### config.mk
export PLATFORM = sky130hd
export DESIGN_NAME = dom_rand_source
export DESIGN_NICKNAME = d
export VERILOG_FILES = /design/src/rtl/dom_rand_source.sv
export SDC_FILE = /design/constraint.sdc
export NUM_CORES = 1
export LEC_CHECK = 0
export ABC_AREA = 1
export BUFFER_PORTS_ARGS = -buffer_cell sky130_fd_sc_hd__buf_2
export CORE_MARGIN = 5
export CORE_UTILIZATION = 56
export CTS_CLUSTER_SIZE = 12
export DETAILED_ROUTE_END_ITERATION = 8
export GPL_ROUTABILITY_DRIVEN = 0
export PLACE_DENSITY_LB_ADDON = 0.05
export SYNTH_ARGS = -nofsm -noshare
export SYNTH_HDL_FRONTEND = slang
export SYNTH_SLANG_ARGS = --single-unit
### constraint.sdc
create_clock -name clk -period 3.1 [get_ports clk]
set_input_delay 0.62 -clock clk [delete_from_list [all_inputs] [get_ports clk]]
set_output_delay 0.62 -clock clk [all_outputs]
set_load 0.01 [all_outputs]
### src/rtl/dom_rand_source.sv
// Fresh-randomness source for DOM masked GF(2^2) multipliers: a 32-bit Galois LFSR
// that advances four steps per cycle, with seed/warmup control and a valid/ready beat port.
module dom_rand_source #(
  parameter int unsigned WARMUP_CYC = 16,
  parameter logic [31:0] TAPS       = 32'h80200003
) (
  input  logic        clk,
  input  logic        rst,
  input  logic        seed_valid,
  input  logic [31:0] seed,
  input  logic        rnd_ready,
  output logic        rnd_valid,
  output logic [1:0]  z0,
  output logic [1:0]  z1,
  output logic        running,
  output logic [15:0] rnd_count
);

  typedef enum logic [1:0] {
    IDLE,
    WARMUP,
    RUN
  } state_t;

  localparam int unsigned WC_EFF     = (WARMUP_CYC == 0) ? 1 : WARMUP_CYC;
  localparam logic [31:0] WC_LOAD    = WC_EFF[31:0];
  localparam logic [31:0] SEED_ZERO  = 32'hACE1ACE1;

  state_t      state;
  logic [31:0] lfsr;
  logic [31:0] lfsr_nxt;
  logic [31:0] wcnt;

  function automatic logic [31:0] step4(input logic [31:0] s);
    logic [31:0] t;
    t = s;
    for (int unsigned i = 0; i < 4; i++) begin
      t = (t >> 1) ^ (t[0] ? TAPS : '0);
    end
    return t;
  endfunction

  always_comb begin
    lfsr_nxt = step4(lfsr);
  end

  // seed_valid outranks every state action, including a coincident handshake.
  always_ff @(posedge clk or posedge rst) begin
    if (rst) begin
      state     <= IDLE;
      lfsr      <= '0;
      wcnt      <= '0;
      rnd_valid <= 1'b0;
      z0        <= '0;
      z1        <= '0;
      running   <= 1'b0;
      rnd_count <= '0;
    end else if (seed_valid) begin
      state     <= WARMUP;
      lfsr      <= (seed == '0) ? SEED_ZERO : seed;
      wcnt      <= WC_LOAD;
      rnd_valid <= 1'b0;
      running   <= 1'b0;
      rnd_count <= '0;
    end else begin
      case (state)
        IDLE: begin
          rnd_valid <= 1'b0;
          running   <= 1'b0;
        end
        WARMUP: begin
          lfsr <= lfsr_nxt;
          wcnt <= wcnt - 32'd1;
          if (wcnt <= 32'd1) begin
            state   <= RUN;
            running <= 1'b1;
          end
        end
        RUN: begin
          if (!rnd_valid || rnd_ready) begin
            {z1, z0}  <= lfsr_nxt[3:0];
            lfsr      <= lfsr_nxt;
            rnd_valid <= 1'b1;
          end
          if (rnd_valid && rnd_ready && (rnd_count != '1)) begin
            rnd_count <= rnd_count + 16'd1;
          end
        end
        default: begin
          state     <= IDLE;
          rnd_valid <= 1'b0;
          running   <= 1'b0;
        end
      endcase
    end
  end

endmodule
==> results.cfg <==
[power_and_ir_drop]
switching_share = 0.4388
peakVddDrop_mv = 0.3817
p_leak_nw = 3.031
internal_power_mw = 2.553
combPwrFrac = 0.436
p_total_mw = 4.550
switching_power_mw = 1.997
pwr-share-seq = 0.382
power_density_mw_per_mm2 = 803.5
p_clk_frac = 0.183

[placed_design]
portBuffers = 57
dp_hpwl_mm = 8.799
place_area_mm2 = 0.005456

[worst_setup_path]
cpLargestDelayFamily = simple AND/OR/NAND/NOR gates
worstSetupPathType = register to register
worstPathArrival_ns = 2.28
path_max_fanout = 15
crit_slowest_cell = nor2_2
max_stage_delay_ns = 0.48
crit_top_cell = nand2_1
r2r_cells = 9
r2r-end = rnd_count[15]
end_kind = register
crit_cells = 9
cp-start-kind = register
crit_chain = ha_1 -> nand3_1 -> inv_1 -> nand2_1 -> nor2_2 -> nor2_2 -> nor2_4 -> nand2_1 -> nand2_1
crit_buf_inv = 1
rrSetupSlack_ns = 1.08
endpoint = rnd_count[15]
cp.required_ns = 3.36
r2r_start = rnd_count[0]
setup.worst_path.start = rnd_count[0]

[timing]
totalNegativeSetupSlack_ns = 0
relSlewSlack = 0.4713
finalCriticalPeriod_ns = 2.023
final_hold_viol_count = 0
fmax_mhz = 494.3
timing.final.crit_share = 0.6526
finalSetupViolCount = 0
maxSlewViolCount = 0
holdWs_ns = 0.1438
finalClockSkew_ns = 0.009932
rsz0062_at_grt = false
timing_worst_slew_pin_value_ns = 0.7922

[finish]
drive_gt1_frac = 0.1231
area_growth_pct = 11.73
layout.nets = 830
antenna_cells = 0
fin_area_mm2 = 0.005663
utilization = 0.6462

[floorplan]
initial_utilization = 0.5784
coreArea_mm2 = 0.008763
die_h_um = 105.1
rows = 34
num_io_pins = 58
die_width_um = 105.1
die-area_mm2 = 0.01105

[synth]
ys_types = 33
syn-cell-area_mm2 = 0.005069
synth_ff_type = dfrtp_1
yosysSeqAreaShare = 0.4345
syn_nets = 776
synth-seq-cells = 88
async_flop_share = 1.000
synth_enable_flop_cells = 0
avgSynthCellArea_um2 = 6.877
synthCells = 737
synthesis.yosys.warnings = 0

[grt]
antenna_found_initial = 0
grt_usage = 0.2279
overflow = 0
grt_pass1_vias = 4575
grt_max_degree = 80
grt_pass1_wl_mm = 21.09

[cts]
clockBufferDepth = 2
cts_root_buf = clkbuf_8
clock_latency_ns = 0.36
numCtsBuffers = 9
cts.repair.resized = 0
clkTransAtPathRegs_ns = 0.09
cts-hold-fix-buffers = 0
htreeDepth = 3
cts_tree = done
clkSinkCount = 88
cts_setup_buffers = 0

[routing]
ant_nets = 0
drcViolationCount = 0
wl_per_cell_um = 13.60
via_per_inst = 5.415
drt_wl_total_mm = 12.29
firstDrtPassIters = 5
dr.first_iter.drc_count = 380
route.vias.total = 4895

[run_status]
outcome = finished clean

[job]
max-cap-violations = 0

[worst_hold_path]
holdCritPathClass = input port to async pin
-- how the worst min path moves through the flow --
| stage | start | to | slack (ns) | depth (start not counted) |
|---|---|---|---|---|
| 6_report | rst | rnd_count[14] | 0.14 | 2 |
| 2_1_floorplan | lfsr[31] | lfsr[31] | 0.44 | 2 |
| 4_1_cts | rst | rnd_count[14] | 0.14 | 2 |
| 5_1_grt | rst | rnd_count[7] | 0.15 | 2 |
| 3_3_place_gp | lfsr[15] | lfsr[15] | 0.46 | 2 |
| 3_5_place_dp | lfsr[10] | lfsr[10] | 0.47 | 2 |
-- cell usage in the layout, fill, tap and decap left out --
| master | instances |
|---|---|
| a21boi_0 | 1 |
| clkbuf_8 | 11 |
| clkinv_2 | 3 |
| clkinvlp_4 | 2 |
| ha_1 | 3 |
| xnor2_1 | 1 |
| o21bai_1 | 1 |
| or2_2 | 7 |
| nand3_1 | 43 |
| buf_4 | 6 |
| bufinv_16 | 1 |
| buf_2 | 57 |
| dfrtp_1 | 88 |
| a21oi_1 | 40 |
| o21ai_1 | 2 |
| nor2b_1 | 1 |
| nor2_4 | 2 |
| inv_1 | 76 |
| nand2_1 | 190 |
| a22oi_1 | 1 |
| nor4_1 | 1 |
| nand3b_1 | 2 |
| nor3_1 | 13 |
| nor2_2 | 4 |
| xor2_1 | 7 |
| buf_12 | 1 |
| a31oi_1 | 6 |
| o22ai_1 | 1 |
| o21ai_2 | 1 |
| inv_2 | 1 |
| nor3b_1 | 1 |
| nand2_2 | 2 |
| nand4_1 | 22 |
| nor2_1 | 143 |
| o21ai_0 | 55 |
-- cell type report --
type	instances	area, um^2
well taps	108	135.1
multi-input cells	550	2475
clock buffers	11	151.4
inverters	78	294.0
repair buffers	64	350.3
fillers	788	3100
clock inverters	5	55.05
flip-flops and latches	88	2202
-- power groups by stage --
| stage | clock network, mW | logic [mW] | registers (mW) |
|---|---|---|---|
| final | 0.832 | 1.98 | 1.74 |
| after global routing | 0.903 | 2.30 | 1.78 |
| after CTS | 0.850 | 1.97 | 1.73 |
| after detailed placement | 0 | 1.96 | 1.75 |
| after global placement | 0 | 1.91 | 1.75 |
| after floorplan | 0 | 1.53 | 1.68 |
-- through the flow --
stage / std cells / worst slack [ns]
5_1_grt: 904 / 0.8120
3_3_place_gp: 888 / 0.9995
3_5_place_dp: 888 / 1.007
6_report: 904 / 1.077
4_1_cts: 904 / 1.056
2_1_floorplan: 737 / 0.2014
-- registers in the layout, indices dropped and copies added (netlist names) --
register   count
running        1
state          2
rnd_valid      1
wcnt          32
lfsr          32
z1             2
rnd_count     16
z0             2
-- synthesized netlist by cell type, types with 4 or more instances --
cell	number	area (um^2)
a21oi_1	40	200.2
a31oi_1	6	37.54
buf_1	4	15.01
buf_2	9	45.04
clkbuf_1	6	22.52
dfrtp_1	88	2202
inv_1	77	289.0
nand2_1	190	713.2
nand3_1	43	215.2
nand4_1	22	137.6
nor2_1	143	536.8
nor2_2	4	25.02
nor3_1	13	65.06
o21ai_0	55	275.3
or2_2	7	43.79
xor2_1	7	61.31
-- per-layer routing --
metal / GRT usage / vias up / share of wire
met5: 0 / - / 0
met2: 0.3471 / 155 / 0.44
met3: 0.04316 / 20 / 0.068
li1: - / 2464 / -
met4: 0.06575 / 0 / 0.016
met1: 0.3320 / 2256 / 0.47
-- worst reg2reg max path, delay by kind of cell, from the launching register on --
family | cells | cell delay [ns]
and+or+nand+nor | 7 | 1.18
DFF | 1 | 0.42
adders and majority gates | 1 | 0.24
buffers and inverters | 1 | 0.10
-- cell families after synthesis --
family	after synthesis	synth area share
adders and majority gates	3	0.007406
AOI/OAI and AO/OA	108	0.1106
and+or+nand+nor	431	0.3565
DFF	88	0.4345
buffers and inverters	99	0.07726
xor gates and xnor gates	8	0.01382
Power figures use the tool's default switching activity.
